===== src/rtl/jtag_pkg.sv =====
// jtag_pkg: shared definitions for the parametrised JTAG TAP.
//   - tap_state_e : the 16 IEEE 1149.1 TAP controller states
//   - OP_*        : 4-bit instruction codes (zero-extended to IR_W by zext_code)
//   - IR_CAPTURE  : low bits loaded into the IR shift register in CAPTURE_IR
//   - bus_w       : width helper that never collapses to zero
package jtag_pkg;

  typedef enum logic [3:0] {
    ST_TEST_LOGIC_RESET,
    ST_RUN_TEST_IDLE,
    ST_SELECT_DR,
    ST_CAPTURE_DR,
    ST_SHIFT_DR,
    ST_EXIT1_DR,
    ST_PAUSE_DR,
    ST_EXIT2_DR,
    ST_UPDATE_DR,
    ST_SELECT_IR,
    ST_CAPTURE_IR,
    ST_SHIFT_IR,
    ST_EXIT1_IR,
    ST_PAUSE_IR,
    ST_EXIT2_IR,
    ST_UPDATE_IR
  } tap_state_e;

  localparam logic [3:0] OP_IDCODE         = 4'b1001;
  localparam logic [3:0] OP_SAMPLE_PRELOAD = 4'b0101;
  localparam logic [3:0] OP_EXTEST         = 4'b0110;
  localparam logic [3:0] OP_INTEST         = 4'b0100;
  localparam logic [3:0] OP_CLAMP          = 4'b0010;
  localparam logic [3:0] OP_HIGHZ          = 4'b0011;
  localparam logic [3:0] USER_OPS [4]      = '{4'b1000, 4'b1010, 4'b1011, 4'b1100};

  localparam logic [1:0] IR_CAPTURE = 2'b01;

  localparam int unsigned MAX_IR_W = 32;

  // Zero-extend a 4-bit opcode; callers truncate to their IR_W with a cast.
  function automatic logic [MAX_IR_W-1:0] zext_code(input logic [3:0] code);
    return {{(MAX_IR_W-4){1'b0}}, code};
  endfunction

  // Bus width of n fields of w bits, kept at least 1 so ports stay legal
  // when a configuration has no user registers.
  function automatic int unsigned bus_w(input int unsigned n, input int unsigned w);
    return (n * w == 0) ? 1 : n * w;
  endfunction

endpackage


===== src/rtl/jtag_tap_fsm.sv =====
// jtag_tap_fsm: 16-state IEEE 1149.1 TAP controller, clocked on TCK only.
//   TCK          in  test clock (state advances on rising edge)
//   TRSTn        in  asynchronous active-low reset to TEST_LOGIC_RESET
//   TMS          in  mode select
//   state        out current controller state
//   o_tlr        out in TEST_LOGIC_RESET
//   o_capture_dr / o_shift_dr / o_update_dr  out  DR-branch action states
//   o_capture_ir / o_shift_ir / o_update_ir  out  IR-branch action states
module jtag_tap_fsm
  import jtag_pkg::*;
(
  input  logic       TCK,
  input  logic       TRSTn,
  input  logic       TMS,
  output tap_state_e state,
  output logic       o_tlr,
  output logic       o_capture_dr,
  output logic       o_shift_dr,
  output logic       o_update_dr,
  output logic       o_capture_ir,
  output logic       o_shift_ir,
  output logic       o_update_ir
);

  tap_state_e r_state;
  tap_state_e w_next;

  always_ff @(posedge TCK or negedge TRSTn) begin
    if (!TRSTn) r_state <= ST_TEST_LOGIC_RESET;
    else        r_state <= w_next;
  end

  always_comb begin
    w_next = r_state;
    case (r_state)
      ST_TEST_LOGIC_RESET: w_next = TMS ? ST_TEST_LOGIC_RESET : ST_RUN_TEST_IDLE;
      ST_RUN_TEST_IDLE:    w_next = TMS ? ST_SELECT_DR        : ST_RUN_TEST_IDLE;
      ST_SELECT_DR:        w_next = TMS ? ST_SELECT_IR        : ST_CAPTURE_DR;
      ST_CAPTURE_DR:       w_next = TMS ? ST_EXIT1_DR         : ST_SHIFT_DR;
      ST_SHIFT_DR:         w_next = TMS ? ST_EXIT1_DR         : ST_SHIFT_DR;
      ST_EXIT1_DR:         w_next = TMS ? ST_UPDATE_DR        : ST_PAUSE_DR;
      ST_PAUSE_DR:         w_next = TMS ? ST_EXIT2_DR         : ST_PAUSE_DR;
      ST_EXIT2_DR:         w_next = TMS ? ST_UPDATE_DR        : ST_SHIFT_DR;
      ST_UPDATE_DR:        w_next = TMS ? ST_SELECT_DR        : ST_RUN_TEST_IDLE;
      ST_SELECT_IR:        w_next = TMS ? ST_TEST_LOGIC_RESET : ST_CAPTURE_IR;
      ST_CAPTURE_IR:       w_next = TMS ? ST_EXIT1_IR         : ST_SHIFT_IR;
      ST_SHIFT_IR:         w_next = TMS ? ST_EXIT1_IR         : ST_SHIFT_IR;
      ST_EXIT1_IR:         w_next = TMS ? ST_UPDATE_IR        : ST_PAUSE_IR;
      ST_PAUSE_IR:         w_next = TMS ? ST_EXIT2_IR         : ST_PAUSE_IR;
      ST_EXIT2_IR:         w_next = TMS ? ST_UPDATE_IR        : ST_SHIFT_IR;
      ST_UPDATE_IR:        w_next = TMS ? ST_SELECT_DR        : ST_RUN_TEST_IDLE;
      default:             w_next = ST_TEST_LOGIC_RESET;
    endcase
  end

  always_comb begin
    o_tlr        = 1'b0;
    o_capture_dr = 1'b0;
    o_shift_dr   = 1'b0;
    o_update_dr  = 1'b0;
    o_capture_ir = 1'b0;
    o_shift_ir   = 1'b0;
    o_update_ir  = 1'b0;
    case (r_state)
      ST_TEST_LOGIC_RESET: o_tlr        = 1'b1;
      ST_CAPTURE_DR:       o_capture_dr = 1'b1;
      ST_SHIFT_DR:         o_shift_dr   = 1'b1;
      ST_UPDATE_DR:        o_update_dr  = 1'b1;
      ST_CAPTURE_IR:       o_capture_ir = 1'b1;
      ST_SHIFT_IR:         o_shift_ir   = 1'b1;
      ST_UPDATE_IR:        o_update_ir  = 1'b1;
      default: ;
    endcase
  end

  assign state = r_state;

endmodule


===== src/rtl/jtag_tap_param.sv =====
// jtag_tap_param: parametrised IEEE 1149.1 TAP with boundary scan,
// IDCODE, CLAMP/HIGHZ and up to four user data registers.
//   TCK, TRSTn, TMS, TDI   JTAG pins (TRSTn asynchronous active-low)
//   TDO, TDO_en            serial out and pad enable, updated on TCK falling edge
//   inputs / to_core       input pads and their (possibly overridden) core view
//   from_core / outputs    core outputs and their (possibly overridden) pad view
//   outputs_oe             output pad enable (low under HIGHZ)
//   user_capture           parallel capture data, register k at [k*USER_W +: USER_W]
//   user_dout              updated user data, same slicing
//   user_strobe            one-TCK pulse per user register after its update
module jtag_tap_param
  import jtag_pkg::*;
#(
  parameter int unsigned IR_W        = 4,
  parameter int unsigned NUM_INPUTS  = 1,
  parameter int unsigned NUM_OUTPUTS = 1,
  parameter int unsigned NUM_USER    = 2,
  parameter int unsigned USER_W      = 8,
  parameter logic [31:0] DEVICE_ID   = {4'hF, 16'hED, 11'b00001001001, 1'b1}
) (
  input  logic                                  TCK,
  input  logic                                  TRSTn,
  input  logic                                  TMS,
  input  logic                                  TDI,
  output logic                                  TDO,
  output logic                                  TDO_en,
  input  logic [NUM_INPUTS-1:0]                 inputs,
  output logic [NUM_INPUTS-1:0]                 to_core,
  input  logic [NUM_OUTPUTS-1:0]                from_core,
  output logic [NUM_OUTPUTS-1:0]                outputs,
  output logic                                  outputs_oe,
  input  logic [bus_w(NUM_USER, USER_W)-1:0]    user_capture,
  output logic [bus_w(NUM_USER, USER_W)-1:0]    user_dout,
  output logic [bus_w(NUM_USER, 1)-1:0]         user_strobe
);

  localparam int unsigned BSR_W  = NUM_INPUTS + NUM_OUTPUTS;
  localparam int unsigned UBUS_W = bus_w(NUM_USER, USER_W);
  localparam int unsigned STB_W  = bus_w(NUM_USER, 1);

  localparam logic [IR_W-1:0] IR_IDCODE  = IR_W'(zext_code(OP_IDCODE));
  localparam logic [IR_W-1:0] IR_SAMPLE  = IR_W'(zext_code(OP_SAMPLE_PRELOAD));
  localparam logic [IR_W-1:0] IR_EXTEST  = IR_W'(zext_code(OP_EXTEST));
  localparam logic [IR_W-1:0] IR_INTEST  = IR_W'(zext_code(OP_INTEST));
  localparam logic [IR_W-1:0] IR_CLAMP   = IR_W'(zext_code(OP_CLAMP));
  localparam logic [IR_W-1:0] IR_HIGHZ   = IR_W'(zext_code(OP_HIGHZ));
  localparam logic [IR_W-1:0] IR_CAP_VAL = IR_W'(IR_CAPTURE);

  // FSM decode
  tap_state_e w_state;
  logic       w_tlr, w_cap_dr, w_shift_dr, w_upd_dr, w_cap_ir, w_shift_ir, w_upd_ir;
  logic       w_ir_branch;

  // Registers
  logic [IR_W-1:0]   r_ir_shift;
  logic [IR_W-1:0]   r_ir_active;
  logic [BSR_W-1:0]  r_bsr;
  logic [BSR_W-1:0]  r_bsr_upd;
  logic [31:0]       r_id;
  logic [USER_W-1:0] r_usr;
  logic              r_byp;
  logic [UBUS_W-1:0] r_user_dout;
  logic [STB_W-1:0]  r_user_strobe;
  logic              r_tdo;
  logic              r_tdo_en;

  // Instruction decode
  logic [IR_W-1:0]   w_ir_eff;
  logic              w_is_sample, w_is_extest, w_is_intest, w_is_clamp, w_is_highz, w_is_idcode;
  logic              w_sel_bsr, w_user_hit;
  logic [1:0]        w_user_idx;
  logic [USER_W-1:0] w_user_cap;
  logic [USER_W:0]   w_usr_tmp;
  logic [USER_W-1:0] w_usr_shifted;
  logic              w_dr_lsb;
  logic              w_tdo_next;

  jtag_tap_fsm u_fsm (
    .TCK          (TCK),
    .TRSTn        (TRSTn),
    .TMS          (TMS),
    .state        (w_state),
    .o_tlr        (w_tlr),
    .o_capture_dr (w_cap_dr),
    .o_shift_dr   (w_shift_dr),
    .o_update_dr  (w_upd_dr),
    .o_capture_ir (w_cap_ir),
    .o_shift_ir   (w_shift_ir),
    .o_update_ir  (w_upd_ir)
  );

  always_comb begin
    w_ir_branch = w_state inside {ST_CAPTURE_IR, ST_SHIFT_IR, ST_EXIT1_IR,
                                  ST_PAUSE_IR, ST_EXIT2_IR, ST_UPDATE_IR};
  end

  // IDCODE is forced as soon as the FSM sits in TEST_LOGIC_RESET, so the
  // pad/core muxes release on the very edge that enters reset via TMS,
  // not one edge later when r_ir_active is reloaded.
  always_comb begin
    w_ir_eff    = w_tlr ? IR_IDCODE : r_ir_active;
    w_is_sample = (w_ir_eff == IR_SAMPLE);
    w_is_extest = (w_ir_eff == IR_EXTEST);
    w_is_intest = (w_ir_eff == IR_INTEST);
    w_is_clamp  = (w_ir_eff == IR_CLAMP);
    w_is_highz  = (w_ir_eff == IR_HIGHZ);
    w_is_idcode = (w_ir_eff == IR_IDCODE);
    w_sel_bsr   = w_is_sample | w_is_extest | w_is_intest;
    w_user_hit  = 1'b0;
    w_user_idx  = '0;
    for (int unsigned k = 0; k < 4; k++) begin
      if (k < NUM_USER && w_ir_eff == IR_W'(zext_code(USER_OPS[k]))) begin
        w_user_hit = 1'b1;
        w_user_idx = 2'(k);
      end
    end
  end

  always_comb begin
    w_user_cap = '0;
    for (int unsigned k = 0; k < NUM_USER; k++) begin
      if (w_user_idx == 2'(k)) w_user_cap = user_capture[k*USER_W +: USER_W];
    end
    // Works for USER_W == 1 as well as wider registers.
    w_usr_tmp     = {TDI, r_usr};
    w_usr_shifted = w_usr_tmp[USER_W:1];
  end

  always_ff @(posedge TCK or negedge TRSTn) begin
    if (!TRSTn) begin
      r_ir_shift    <= '0;
      r_ir_active   <= IR_IDCODE;
      r_bsr         <= '0;
      r_bsr_upd     <= '0;
      r_id          <= '0;
      r_usr         <= '0;
      r_byp         <= 1'b0;
      r_user_dout   <= '0;
      r_user_strobe <= '0;
    end else begin
      r_user_strobe <= '0;

      if (w_tlr)      r_ir_active <= IR_IDCODE;
      if (w_cap_ir)   r_ir_shift  <= IR_CAP_VAL;
      if (w_shift_ir) r_ir_shift  <= {TDI, r_ir_shift[IR_W-1:1]};
      if (w_upd_ir)   r_ir_active <= r_ir_shift;

      if (w_cap_dr) begin
        if (w_sel_bsr)   r_bsr <= {inputs, from_core};
        if (w_is_idcode) r_id  <= DEVICE_ID;
        if (w_user_hit)  r_usr <= w_user_cap;
        r_byp <= 1'b0;
      end

      if (w_shift_dr) begin
        if (w_sel_bsr)        r_bsr <= {TDI, r_bsr[BSR_W-1:1]};
        else if (w_is_idcode) r_id  <= {TDI, r_id[31:1]};
        else if (w_user_hit)  r_usr <= w_usr_shifted;
        else                  r_byp <= TDI;
      end

      if (w_upd_dr) begin
        if (w_sel_bsr) r_bsr_upd <= r_bsr;
        if (w_user_hit) begin
          for (int unsigned k = 0; k < NUM_USER; k++) begin
            if (w_user_idx == 2'(k)) begin
              r_user_dout[k*USER_W +: USER_W] <= r_usr;
              r_user_strobe[k]                <= 1'b1;
            end
          end
        end
      end
    end
  end

  // TDO source follows the FSM branch, so IR bits appear even if the
  // active instruction would select some data register.
  always_comb begin
    w_dr_lsb = r_byp;
    if (w_sel_bsr)        w_dr_lsb = r_bsr[0];
    else if (w_is_idcode) w_dr_lsb = r_id[0];
    else if (w_user_hit)  w_dr_lsb = r_usr[0];
    w_tdo_next = w_ir_branch ? r_ir_shift[0] : w_dr_lsb;
  end

  always_ff @(negedge TCK or negedge TRSTn) begin
    if (!TRSTn) begin
      r_tdo    <= 1'b0;
      r_tdo_en <= 1'b0;
    end else begin
      r_tdo    <= w_tdo_next;
      r_tdo_en <= (w_state == ST_SHIFT_IR) || (w_state == ST_SHIFT_DR);
    end
  end

  assign TDO         = r_tdo;
  assign TDO_en      = r_tdo_en;
  assign to_core     = w_is_intest ? r_bsr_upd[BSR_W-1:NUM_OUTPUTS] : inputs;
  assign outputs     = (w_is_extest | w_is_intest | w_is_clamp) ? r_bsr_upd[NUM_OUTPUTS-1:0] : from_core;
  assign outputs_oe  = ~w_is_highz;
  assign user_dout   = r_user_dout;
  assign user_strobe = r_user_strobe;

endmodule


===== config.mk =====
export PLATFORM = sky130hd
export DESIGN_NAME = jtag_tap_param
export DESIGN_NICKNAME = d
export VERILOG_FILES = /design/src/rtl/jtag_pkg.sv /design/src/rtl/jtag_tap_fsm.sv /design/src/rtl/jtag_tap_param.sv
export SDC_FILE = /design/constraint.sdc
export NUM_CORES = 1
export LEC_CHECK = 0
export BUFFER_PORTS_ARGS = -buffer_cell sky130_fd_sc_hd__buf_2
export CAP_MARGIN = 10
export CELL_PAD_IN_SITES_DETAIL_PLACEMENT = 0
export CELL_PAD_IN_SITES_GLOBAL_PLACEMENT = 1
export CORE_MARGIN = 2
export CORE_UTILIZATION = 40
export CTS_BUF_LIST = sky130_fd_sc_hd__clkbuf_8 sky130_fd_sc_hd__clkbuf_16
export CTS_CLUSTER_DIAMETER = 150
export CTS_CLUSTER_SIZE = 28
export DETAILED_ROUTE_END_ITERATION = 7
export PLACE_DENSITY = 0.81
export SETUP_SLACK_MARGIN = 0.02
export SYNTH_ARGS = -nofsm -noshare
export SYNTH_HDL_FRONTEND = slang
export SYNTH_HIERARCHICAL = 1
export SYNTH_SLANG_ARGS = --single-unit

===== constraint.sdc =====
create_clock -name TCK -period 3.8 [get_ports TCK]
set_input_delay 0.38 -clock TCK [delete_from_list [all_inputs] [get_ports TCK]]
set_output_delay 0.38 -clock TCK [all_outputs]
set_load 0.05 [all_outputs]

# After elaboration in Yosys (flattened, before gate mapping)
# Index checks and enable logic that the tools add are counted.
[word_totals]
regBits = 77
input_bits = 22
[classes]
eq_ne = 24
mux = 59
n_bitwise = 5
reduce_logical = 11
[op_table]
columns = ["cell", "count"]
rows = [
  ["$mux W32", 5],
  ["$mux W8", 8],
  ["$pmux W4 S12", 1],
  ["$eq A4 B4 Y1 const B", 11],
  ["$mux W4", 8],
  ["$eq A4 B3 Y1 const B", 7],
  ["$mux W1", 26],
  ["$mux W2", 9],
  ["$eq A4 B2 Y1 const B", 4],
  ["$mux W3", 2],
  ["$reduce_and A3 Y1", 2],
  ["$reduce_bool A6 Y1", 1],
  ["$eq A4 B1 Y1 const B", 1],
  ["$logic_not A4 Y1", 1],
  ["$or A1 B1 Y1", 4],
  ["$reduce_or A2 Y1", 2],
  ["$reduce_or A3 Y1", 1],
  ["$eq A2 B1 Y1 const B", 1],
  ["$logic_not A2 Y1", 1],
  ["$reduce_and A2 Y1", 1],
  ["$reduce_bool A2 Y1", 1],
  ["$logic_or A1 B1 Y1", 1],
  ["$not A1 Y1", 1],
]

# Longest topological paths before layout
[depth]
word_depth = 14
depth_mapped = 9
depth_no_buf = 6

# Hierarchy
# The synthesis kept the hierarchy.
[by_module_without_submodules]
columns = ["mod", "instances", "cells_per_inst", "area_per_inst_um2", "seq_area_each_um2"]
rows = [
  ["jtag_tap_param", 1, 235, 3086.7, 1829.3],
  ["jtag_tap_fsm", 1, 46, 339.1, 100.1],
]

==> impl_metrics.toml <==
[outcome]
status = "finished, final reports clean"

[synthesis]
synth_cells = 281
synthArstFlopShare_pct = 100
netlist_area_sq_mm = 0.00343
syn_nets = 303
synth-seq-cells = 77
synth_edf_count = 0
synth_cell_types = 53
synth-main-ff-cell = "dfrtp_1"
synth_area_per_cell_sq_um = 12.2
ys_warn_count = 6
synth-seq-area-share_pct = 56.3

[finish]
multi_input_area_sq_mm = 0.00137
final_cell_mix = "73 x dfrtp_1, 43 x buf_2, 23 x nand2_1"
nFillCells = 788
fin_nets = 350
final_common_cell = "dfrtp_1"
regArea_sq_mm = 0.00193
synthToLayoutAreaGrowth_pct = 14.9
n_antenna_cell = 0
design_area_sq_mm = 0.00394
final_layout_size_suffix_gt1_share_pct = 30.1

[setup_path]
cp-start-kind = "register"
worst-endpoint-arrival_ps = 1720
crit_fanout = 4
crit_type = "reg2reg"
cp.required_ps = 2070
cp-end-kind = "register"

[routing]
drc = 0
ant_nets = 0
vias = 2355
drtIter0Drc = 126
drt-pass1-iter-count = 4
routed_wl_um = 6670
viasPerCell = 5.39
routedWlPerCell_um = 15.3

[place]
port_buffers = 44
place_ws_ps = 363
dpl_cell_area_sq_mm = 0.00374
dp_hpwl_um = 4570
place.gp.congestion = 0.888

[sta]
finClkSkew_ps = 14.5
slew_headroom_pct = 41.5
tightest_slew_ps = 871
post-route-worst-setup-slack_ps = 349
setup_viol = 0
rsz0062_at_grt = "false"
fin_setup_tns_ps = 0
drv_slew = 0
hold_viol = 0

[clock_tree]
cts-resized-gates = 0
clkSinkCount = 77
post-cts-setup-buffers = 0
cts_tree = "yes"
cts-hold-fix-buffers = 1
cts_root_buffer = "clkbuf_8"
cts_buffers = 9
clk_pin_slew_ps = 70
insertion_delay_ps = 350
cts_buffer_depth = 2
ctsHtreeMaxLevel = 3

[grt]
overflow = 0
grt_max_degree = 56
grt_pass1_wl_um = 11100
grt_pass1_vias = 2227
grt_usage_pct = 15.8
antenna_found_initial = 0

[hold_path]
hp-class = "in2reg"

[power]
p_leak_nw = 1.87
powerDensity_mw_per_mm2 = 756
vdd_drop_max_uv = 215
seqPwrFrac_pct = 43.1
internal-power_mw = 1.85
p_clk_share_pct = 20.0
p_sw_mw = 1.12
power_frac_comb_pct = 36.9
finalPower_mw = 2.98
swShare_pct = 37.7

[run]
cap_violations = 0

[floorplan]
die-area_sq_mm = 0.00932
dieHeight_um = 96.5
core_area_sq_mm = 0.00826
start_util_pct = 41.5
fp.dieW_um = 96.5
pin_count = 45
num_rows = 33
stage by stage:
step,cells,utilization (%),hold WS (ps)
after floorplan,281,-,84.4
after global placement,421,45.3,288
after detailed placement,421,45.3,291
after CTS,437,47.7,280
after global routing,437,47.7,302
final,437,47.7,314
power by group through the flow:
stage,clock network (mW),registers (mW),logic [mW]
finish,0.596,1.28,1.10
global route,0.650,1.32,1.21
CTS,0.614,1.28,1.11
detailed placement,0,1.30,1.10
global placement,0,1.29,1.08
floorplan,0,1.40,0.746
cell type report:
| class | instances | area share, % |
|---|---|---|
| repair buffers | 53 | 7.44 |
| inverters | 6 | 0.572 |
| clock buffers | 9 | 3.15 |
| well taps | 105 | 3.34 |
| flip-flops and latches | 77 | 49.0 |
| multi-input cells | 181 | 34.8 |
| clock inverters | 6 | 1.65 |
path summary, 6_finish.rpt:
kind	start	to	slack [ps]	cells after the start
worst max register to register	u_fsm/state[1]	TDO	350	5
worst min register to register	user_dout[9]	user_dout[9]	480	1
worst min-delay path	TMS	u_fsm/state[2]	310	2
max in group asynchronous	TRSTn	TDO_en	1280	2
worst max-delay path	u_fsm/state[1]	TDO	350	5
min in group asynchronous	TRSTn	r_ir_shift[0]	460	2
cell usage after synthesis, types with 2 or more instances:
cell | count | area share (%)
inv_1 | 5 | 0.55
buf_4 | 3 | 0.66
a22o_1 | 20 | 5.1
and3_1 | 2 | 0.37
clkbuf_1 | 2 | 0.22
nor3_1 | 4 | 0.58
a22oi_1 | 3 | 0.66
nand2b_1 | 4 | 0.73
nor4_1 | 3 | 0.55
dfrtp_1 | 73 | 53
mux2_2 | 22 | 7.2
mux2i_1 | 9 | 2.6
nor2b_1 | 4 | 0.73
o21a_1 | 3 | 0.66
a21oi_1 | 5 | 0.73
nand2_1 | 23 | 2.5
buf_6 | 3 | 0.99
nand3_1 | 2 | 0.29
nor3b_1 | 2 | 0.44
dfrtn_1 | 2 | 1.5
dfstp_2 | 2 | 1.5
nor2_1 | 11 | 1.2
o21ai_0 | 15 | 2.2
o21ai_1 | 2 | 0.29
o22a_1 | 14 | 3.6
buf_2 | 9 | 1.3
o221ai_1 | 2 | 0.51
o2bb2ai_1 | 2 | 0.51
mux2_1 | 6 | 2.0
per-layer routing:
metal  global-route usage (%)  part of all wire [%]  vias up
met1                     21.5                    49     1155
met2                     24.2                    45       66
met3                     3.72                   4.5       11
met5                        0                     0        -
li1                         -                     -     1123
met4                     7.04                   1.9        0
cells by family after synthesis:
family / after synthesis / share of synthesized area (%)
buf+inv: 23 / 3.83
flops: 77 / 56.3
xor+xnor: 1 / 0.256
simple gates: 66 / 10.6
compound gates: 77 / 17.2
mux: 37 / 11.8
state kept, by name, indices dropped and copies added (netlist names):
signal,count
r_ir_shift,4
r_byp,1
r_id,32
r_usr,8
r_bsr_upd,2
r_bsr,2
r_ir_active,4
u_fsm/state,4
user_strobe,2
TDO_en,1
user_dout,16
TDO,1
worst max-delay path: stages (launching register included):
cell      delay, ps
dfrtp_1         390
nor4_2          330
nor2_1          130
and3_1          210
a22oi_1         190
o221ai_1        130
Power figures use the tool's default switching activity.
